`src/rtl/array_36_pkg.sv`:
```
// Shared constants and FSM encoding for the array_36 clear/arbitration controller.
package array_36_pkg;

   // Geometry of the 4096x40 masked single-port SRAM
   localparam int DEPTH        = 4096;
   localparam int ADDR_W       = 12;
   localparam int DATA_W       = 40;
   localparam int MASK_W       = 8;
   localparam int SEG_W        = DATA_W / MASK_W;

   // Consecutive read losses tolerated before the read side is forced to win
   localparam int STARVE_LIMIT = 4;

   // INIT sweeps zeros through the whole array; RUN serves requests
   typedef enum logic [0:0] {
      ST_INIT = 1'b0,
      ST_RUN  = 1'b1
   } state_e;

   // Width of a counter that must hold values 0..limit inclusive
   function automatic int cnt_width(input int limit);
      return (limit < 1) ? 1 : $clog2(limit + 1);
   endfunction

endpackage

```
`src/rtl/array_36_arb.sv`:
```
// Single-slot read/write arbiter: write wins by default, a read that has lost
// STARVE_LIMIT cycles in a row wins the next contested cycle.
module array_36_arb
   import array_36_pkg::*;
#(
   parameter int STARVE_LIMIT = array_36_pkg::STARVE_LIMIT
) (
   input  logic clock,
   input  logic reset,
   input  logic run,
   input  logic r_valid,
   input  logic w_valid,
   output logic r_grant,
   output logic w_grant
);

   localparam int CNT_W = cnt_width(STARVE_LIMIT);
   localparam logic [CNT_W-1:0] LIMIT = CNT_W'(STARVE_LIMIT);

   logic [CNT_W-1:0] starve_cnt;
   logic             starved;

   assign starved = (starve_cnt == LIMIT);

   // Grant decision: at most one winner per cycle, nothing granted outside RUN
   always_comb begin
      // NOTE: every output gets a default before any branch so no path can leave
      // it unassigned, which would otherwise infer a latch.
      r_grant = 1'b0;
      w_grant = 1'b0;
      if (run) begin
         if (r_valid && (starved || !w_valid)) begin
            r_grant = 1'b1;
         end else if (w_valid) begin
            w_grant = 1'b1;
         end
      end
   end

   // Starvation counter: counts read losses in RUN, saturating at the limit
   always_ff @(posedge clock or posedge reset) begin
      // NOTE: state updates use non-blocking assignments so every flop samples
      // the pre-edge values regardless of statement order.
      if (reset) begin
         starve_cnt <= '0;
      end else if (!run || !r_valid || r_grant) begin
         starve_cnt <= '0;
      end else if (!starved) begin
         starve_cnt <= starve_cnt + CNT_W'(1);
      end
   end

endmodule

```
`src/rtl/array_36_ctrl.sv`:
```
// Front-end controller for a 4096x40 masked single-port SRAM: zero-fills the
// array after reset or flush, then arbitrates read and masked-write requests
// onto the one RW port and returns read data with a fixed one-cycle latency.
module array_36_ctrl #(
   parameter int DEPTH        = array_36_pkg::DEPTH,
   parameter int ADDR_W       = array_36_pkg::ADDR_W,
   parameter int DATA_W       = array_36_pkg::DATA_W,
   parameter int MASK_W       = array_36_pkg::MASK_W,
   parameter int STARVE_LIMIT = array_36_pkg::STARVE_LIMIT
) (
   input  logic              clock,
   input  logic              reset,

   input  logic              r_valid,
   output logic              r_ready,
   input  logic [ADDR_W-1:0] r_addr,

   output logic              r_resp_valid,
   output logic [DATA_W-1:0] r_resp_data,

   input  logic              w_valid,
   output logic              w_ready,
   input  logic [ADDR_W-1:0] w_addr,
   input  logic [MASK_W-1:0] w_mask,
   input  logic [DATA_W-1:0] w_data,

   input  logic              flush,
   output logic              init_done,

   output logic              sram_en,
   output logic              sram_wmode,
   output logic [ADDR_W-1:0] sram_addr,
   output logic [MASK_W-1:0] sram_wmask,
   output logic [DATA_W-1:0] sram_wdata,
   input  logic [DATA_W-1:0] sram_rdata
);

   import array_36_pkg::*;

   localparam logic [ADDR_W-1:0] LAST_ADDR = ADDR_W'(DEPTH - 1);

   state_e            state;
   logic [ADDR_W-1:0] clr_cnt;
   logic              run;
   logic              r_grant;
   logic              w_grant;
   logic              resp_q;

   assign run       = (state == ST_RUN);
   assign init_done = run;
   assign r_ready   = r_grant;
   assign w_ready   = w_grant;

   array_36_arb #(
      .STARVE_LIMIT (STARVE_LIMIT)
   ) u_arb (
      .clock   (clock),
      .reset   (reset),
      .run     (run),
      .r_valid (r_valid),
      .w_valid (w_valid),
      .r_grant (r_grant),
      .w_grant (w_grant)
   );

   // FSM and clear counter: INIT walks 0..DEPTH-1 then enters RUN; flush in RUN restarts the sweep
   always_ff @(posedge clock or posedge reset) begin
      // NOTE: the SRAM array itself has no reset pin; its contents are only
      // made defined by the INIT sweep below, never by the flop reset.
      if (reset) begin
         state   <= ST_INIT;
         clr_cnt <= '0;
      end else begin
         case (state)
            ST_INIT: begin
               if (clr_cnt == LAST_ADDR) begin
                  state   <= ST_RUN;
                  clr_cnt <= '0;
               end else begin
                  clr_cnt <= clr_cnt + ADDR_W'(1);
               end
            end
            ST_RUN: begin
               if (flush) begin
                  state   <= ST_INIT;
                  clr_cnt <= '0;
               end
            end
            default: begin
               state   <= ST_INIT;
               clr_cnt <= '0;
            end
         endcase
      end
   end

   // Response pipeline: a read granted this cycle returns its data next cycle, even across a flush
   always_ff @(posedge clock or posedge reset) begin
      if (reset) begin
         resp_q <= 1'b0;
      end else begin
         resp_q <= r_grant;
      end
   end

   assign r_resp_valid = resp_q;
   assign r_resp_data  = resp_q ? sram_rdata : '0;

   // SRAM port mux: clear write in INIT, granted request in RUN, idle otherwise
   always_comb begin
      sram_en    = 1'b0;
      sram_wmode = 1'b0;
      sram_addr  = '0;
      sram_wmask = '0;
      sram_wdata = '0;
      if (!run) begin
         sram_en    = 1'b1;
         sram_wmode = 1'b1;
         sram_addr  = clr_cnt;
         sram_wmask = '1;
      end else if (r_grant) begin
         sram_en    = 1'b1;
         sram_addr  = r_addr;
      end else if (w_grant) begin
         sram_en    = 1'b1;
         sram_wmode = 1'b1;
         sram_addr  = w_addr;
         sram_wmask = w_mask;
         sram_wdata = w_data;
      end
   end

endmodule

```
`config.mk`:
```
export PLATFORM = sky130hd
export DESIGN_NAME = array_36_ctrl
export DESIGN_NICKNAME = d
export VERILOG_FILES = /design/src/rtl/array_36_pkg.sv /design/src/rtl/array_36_arb.sv /design/src/rtl/array_36_ctrl.sv
export SDC_FILE = /design/constraint.sdc
export NUM_CORES = 1
export LEC_CHECK = 0
export ABC_AREA = 1
export CORE_AREA = 2 2 85 87
export CTS_CLUSTER_SIZE = 20
export DETAILED_ROUTE_END_ITERATION = 8
export DIE_AREA = 0 0 87 89
export GPL_TIMING_DRIVEN = 0
export HOLD_SLACK_MARGIN = 0.15
export PLACE_DENSITY = 0.91
export SLEW_MARGIN = 40
export SYNTH_ARGS = -nofsm -noshare
export SYNTH_HDL_FRONTEND = slang
export SYNTH_SLANG_ARGS = --single-unit
```
`constraint.sdc`:
```
create_clock -name clock -period 2.5 [get_ports clock]
set_clock_uncertainty 0.15 [all_clocks]
set_input_delay 0.25 -clock clock [delete_from_list [all_inputs] [get_ports clock]]
set_output_delay 0.25 -clock clock [all_outputs]
set_load 0.01 [all_outputs]
```
==> results of run 1 <==
cell usage after synthesis:
library cell  count  area, µm²
nand2_2           2       12.5
nor2_4            2       22.5
o22ai_1           4       25.0
inv_2             5       18.8
nor2_2            4       25.0
inv_1            98        368
nand3_2           1       10.0
o21ai_1           2       10.0
nand4_1           1       6.26
dfrtp_1          17        425
o21bai_1          1       7.51
nand2_4           1       11.3
nor2_1           51        191
xnor2_1           2       17.5
o21ai_2           1       8.76
o21ai_0           6       30.0
buf_2             4       20.0
ha_1              3       37.5
buf_4             4       30.0
nand3_1          10       50.1
nand2_1         115        432
a21oi_1           2       10.0
o211ai_1         11       82.6
clkbuf_1          6       22.5
xor2_1            2       17.5
a21boi_1          1       7.51
how the worst max path moves through the flow:
| stage | from | to | slack, ps |
|---|---|---|---|
| after floorplan | u_arb.starve_cnt[0]$_DFFE_PP0P_ | sram_addr[10] | 880 |
| after global placement | r_valid | sram_addr[2] | 10 |
| after detailed placement | r_valid | sram_addr[8] | 30 |
| after CTS | u_arb.starve_cnt[0]$_DFFE_PP0P_ | sram_wmask[2] | 40 |
| after global routing | u_arb.starve_cnt[0]$_DFFE_PP0P_ | sram_wdata[38] | -9 |
| final | u_arb.starve_cnt[0]$_DFFE_PP0P_ | sram_wdata[18] | 120 |
cell type report:
class / count / area (µm²)
fillers: 563 / 2420
repair buffers: 223 / 2250
multi-input cells: 222 / 1020
flip-flops and latches: 17 / 425
inverters: 103 / 387
well taps: 80 / 100
plain buffers: 14 / 76.3
clock buffers: 4 / 45.0
sequential cells by signal, summed over array words and instances (netlist names):
name / count
init_done: 1
u_arb.starve_cnt: 3
clr_cnt: 12
r_resp_valid: 1
kinds of logic after synthesis:
logic type | Yosys count | share of synthesized area, %
AOI/OAI and AO/OA | 28 | 9.55
xor gates and xnor gates | 4 | 1.84
DFF | 17 | 22.4
buffers and inverters | 117 | 24.2
adders and majority gates | 3 | 1.98
and+or+nand+nor | 187 | 40.1
power by group:
part	switching (mW)	internal [mW]	total, mW
logic	0.309	0.363	0.672
clock network	0.0944	0.113	0.208
registers	0.0894	0.348	0.437
total	0.493	0.825	1.32
worst register-to-register path: cells and delay by family (launching register included):
family | cells | cell delay (ps)
flops | 1 | 420
buf+inv | 1 | 40
simple gates | 6 | 620
fa+ha+maj | 1 | 230
per-layer routing:
metal	vias up	share of wire [%]	GRT usage, %
met2	138	53	39.6
li1	1465	-	-
met5	-	0	0
met1	1236	36	23.1
met3	23	8.2	3.32
met4	0	3.2	9.38
repair_timing:
| action | in CTS | in global routing |
|---|---|---|
| endpoints found under the setup margin | 11 | 11 |
| setup buffers | 1 | 0 |
| resized for setup | 10 | 14 |
| endpoints found under the hold margin | 0 | 0 |
| pin swaps | 1 | 0 |
==> impl_metrics.ini, run 1 <==
[clock_network]
clk_root_buffer_cell = clkbuf_8
numCtsBuffers = 3
clk_path_buf_depth = 2
cts_tree = done
clk_latency_ps = 260
cts.clk_slew.worst_paths_ps = 60
htree_levels = 1
clkSinkCount = 17
cts_hold_buf = 0

[drt]
dr_total_vias = 2862
drc = 0
ant_nets = 0
dr.pass1.iters = 5
drt-vias-per-instance = 4.32
drt_iter0_markers = 148
wirelength_um = 9000
wire_per_inst_um = 13.6

[setup_path]
crit_family = buffers and inverters
cp.arrival_ps = 1980
rrSetupSlack_ps = 940
slowest_stage = clkdlybuf4s50_1
r2r_start = clr_cnt[0]$_DFFE_PP0P_
timing_worst_setup_path_type = reg2out
crit_fanout = 10
worst-endpoint-required_ps = 2100
rr_worst_depth = 8
worstSetupPathDepth = 7
crit_path_start_kind = register
cpPeakStageDelay_ps = 560
cp_cell_sequence = inv_1 -> ha_1 -> nand3_1 -> nand2_2 -> buf_2 -> nor2_1 -> clkdlybuf4s50_1
r2r-end = clr_cnt[11]$_DFFE_PP0P_
critPathBufInv = 3
crit_path_end_kind = output port

[pwr]
ir_worst_vdd_mv = 0.316
p_leak_nw = 2.22
power_mw = 1.32
power.density_nw_per_um2 = 306

[grt]
grt_max_degree = 18
grt_usage_pct = 21.0
grt_pass1_vias = 2695
grt_pass1_wl_um = 12900
antenna_found_initial = 0
grt_overflow = 0

[final_layout]
antenna_cells = 0
nNetsFinal = 704
final_area_um2 = 4300
final_util_pct = 64.0
area_growth_pct = 126
instances_no_fill = 663
drive_gt1_share_pct = 4.97
final_cell_mix = clkdlybuf4s50_1 (200), nand2_1 (115), inv_1 (98), nor2_1 (51), dfrtp_1 (17)
layout_commonest_cell = clkdlybuf4s50_1

[sta]
finalCritPeriodShare_pct = 95.1
final.setup.tns_ps = 0
worst_pin_slew_ps = 661
worst_slack_ps = 124
slew_violations = 0
maxSlewHeadroom_pct = 55.9
setup_viol = 0
min_period_ps = 2380
timing.hold.ws_ps = 246
max_freq_mhz = 421
hold_viol = 0

[run_status]
status = finished, final reports clean

[placement]
io_buffer_count = 222
dp.cells = 658
gp_congestion = 0.883
place_ws_ps = 30.4
place_area_um2 = 4220
place_hpwl_um = 7670

[min_path]
worstHoldPathType = in2async

[die]
core_um2 = 6720
die-area_um2 = 7740
ioPinCount = 223
die_h_um = 89
fp-row-count = 30
initial_utilization_pct = 28.3
die_w_um = 87

[logic_synthesis]
synth.distinct_cells = 26
syn_inst = 356
synthesis.nets = 476
yosysSeqAreaShare_pct = 22.4
syn_area_um2 = 1900
yosys_warnings = 0
ys_seq_elements = 17
syn_area_per_cell_um2 = 5.34

[flow_run]
drv_cap = 0
Note: power is estimated with default switching activity, not from simulation.
==> run 2: changes to the inputs <==
--- a/config.mk
+++ b/config.mk
@@ -6,13 +6,14 @@
 export NUM_CORES = 1
 export LEC_CHECK = 0
 export ABC_AREA = 1
+export CAP_MARGIN = 30
 export CORE_AREA = 2 2 85 87
 export CTS_CLUSTER_SIZE = 20
 export DETAILED_ROUTE_END_ITERATION = 8
 export DIE_AREA = 0 0 87 89
 export GPL_TIMING_DRIVEN = 0
 export HOLD_SLACK_MARGIN = 0.15
-export PLACE_DENSITY = 0.91
+export PLACE_DENSITY = 0.84
 export SLEW_MARGIN = 40
 export SYNTH_ARGS = -nofsm -noshare
 export SYNTH_HDL_FRONTEND = slang
==> run 2 against run 1 <==
Effect of this change:
- worst setup slack worse by 51 ps
- die area stayed put
- first-iteration DRC count is 30% lower
- via count is 1.0% higher
- sequential cell count stayed put
- sequential share of layout area hardly changed
- count of clock-buffer cells in the layout stayed put
- combinational power hardly changed
- largest cell class unchanged
- largest power group unchanged
==> impl_metrics.ini, run 2 (synthesized netlist as in run 1, its figures left out) <==
[clock_network]
clkSinkCount = 17
numCtsBuffers = 3
cts_hold_buf = 0
clk_latency_ps = 260
cts.clk_slew.worst_paths_ps = 70
cts_tree = done
clk_root_buffer_cell = clkbuf_8
clk_path_buf_depth = 2
htree_levels = 1

[drt]
ant_nets = 0
wire_per_inst_um = 12.9
wirelength_um = 8580
drt_iter0_markers = 103
dr_total_vias = 2891
drc = 0
dr.pass1.iters = 5
drt-vias-per-instance = 4.36

[final_layout]
final_area_um2 = 4310
drive_gt1_share_pct = 5.32
instances_no_fill = 663
area_growth_pct = 127
largest_register_ffs = 12
final_cell_mix = clkdlybuf4s50_1 (202), nand2_1 (115), inv_1 (98), nor2_1 (49), dfrtp_1 (17)
reg_top3 = clr_cnt: 12 flops, u_arb.starve_cnt: 3 flops
nNetsFinal = 704
final_util_pct = 64.1
layout_commonest_cell = clkdlybuf4s50_1
top_register = clr_cnt
antenna_cells = 0

[placement]
gp_congestion = 0.848
place_area_um2 = 4220
place_ws_ps = 61.4
place_hpwl_um = 7390
dp.cells = 658
io_buffer_count = 222

[min_path]
worstHoldPathType = in2async

[die]
ioPinCount = 223
die-area_um2 = 7740
die_h_um = 89
die_w_um = 87
initial_utilization_pct = 28.3
core_um2 = 6720
fp-row-count = 30

[setup_path]
timing_worst_setup_path_type = reg2out
cp_cell_sequence = inv_1 -> ha_1 -> nand3_1 -> nand2_2 -> buf_2 -> nor2_2 -> clkdlybuf4s50_1
crit_fanout = 10
crit_path_start_kind = register
cpPeakStageDelay_ps = 570
worst-endpoint-required_ps = 2100
critPathBufInv = 3
cp.arrival_ps = 2030
slowest_stage = clkdlybuf4s50_1
crit_path_end_kind = output port
crit_family = buffers and inverters

[run_status]
status = finished, final reports clean

[pwr]
power_frac_comb_pct = 50.9
power_mw = 1.32
p_switching_mw = 0.493
pwr-share-clk_pct = 16.1
p_leak_nw = 2.21
intPower_mw = 0.829
ir_worst_vdd_mv = 0.336
p_sw_share_pct = 37.3
seqPwrFrac_pct = 33.1
power.density_nw_per_um2 = 307

[sta]
slew_violations = 0
final.setup.tns_ps = 0
worst_slack_ps = 72.4
max_freq_mhz = 412
maxSlewHeadroom_pct = 55.8
finalCritPeriodShare_pct = 97.1
timing.hold.ws_ps = 236
setup_viol = 0
rsz0062_at_grt = yes
worst_pin_slew_ps = 663
hold_viol = 0
min_period_ps = 2430

[grt]
grt_pass1_wl_um = 12400
grt_usage_pct = 20.0
antenna_found_initial = 0
grt_pass1_vias = 2628
grt_max_degree = 18
grt_overflow = 0

[flow_run]
drv_cap = 0
## run 2: cell count changes in the layout (fill, tap and decap cells not counted)
cell	previous run	this run
clkdlybuf4s50_1	200	202
dlygate4sd2_1	10	8
nor2_1	51	49
nor2_2	4	6
## run 2: layer usage
metal | up-vias | global-route usage [%] | part of all wire (%)
met3 | 15 | 4.25 | 7.1
met1 | 1284 | 21.9 | 36
met4 | 0 | 6.39 | 2.0
met5 | - | 0 | 0
li1 | 1473 | - | -
met2 | 119 | 38.1 | 55
## run 2: power by group through the flow
stage | sequential, mW | clock [mW] | combinational, mW
after detailed placement | 0.439 | 0 | 0.710
after global placement | 0.434 | 0 | 0.701
after global routing | 0.450 | 0.233 | 0.739
final | 0.437 | 0.213 | 0.672
after CTS | 0.434 | 0.222 | 0.680
after floorplan | 0.416 | 0 | 0.335
## run 2: worst reg2reg max path, stage by stage, from the launching register on
cell and delay, ps:
dfrtp_1 420, ha_1 230, nand2_2 100, nor2_4 140, nand3_2 140, nand2_4 130, o21ai_0 110
## run 2: final timing paths
check	from	end	slack (ps)	cells past startpoint
max	u_arb.starve_cnt[0]$_DFFE_PP0P_	sram_wdata[4]	70	7
min	reset	clr_cnt[8]$_DFFE_PP0P_	240	2
max reg2reg	clr_cnt[0]$_DFFE_PP0P_	clr_cnt[5]$_DFFE_PP0P_	960	6
min reg2reg	u_arb.starve_cnt[0]$_DFFE_PP0P_	u_arb.starve_cnt[0]$_DFFE_PP0P_	320	1
max in group asynchronous	reset	clr_cnt[0]$_DFFE_PP0P_	1540	2
min in group clock	u_arb.starve_cnt[0]$_DFFE_PP0P_	u_arb.starve_cnt[0]$_DFFE_PP0P_	320	1
## run 2: area by class of cell
cell class | instances | area, µm²
multi-input combinational | 222 | 1020
tap | 80 | 100
clock buffer | 4 | 45.0
timing repair buffer | 223 | 2250
inverter | 103 | 387
buffer | 14 | 76.3
sequential | 17 | 425
fill | 590 | 2410
## run 2: timing repair
| item | CTS | global route |
|---|---|---|
| endpoints found under the hold margin | 0 | 0 |
| pin swaps | 1 | 0 |
| resized for setup | 9 | 15 |
| setup endpoints to repair | 11 | 15 |
| buffers inserted | 1 | 0 |
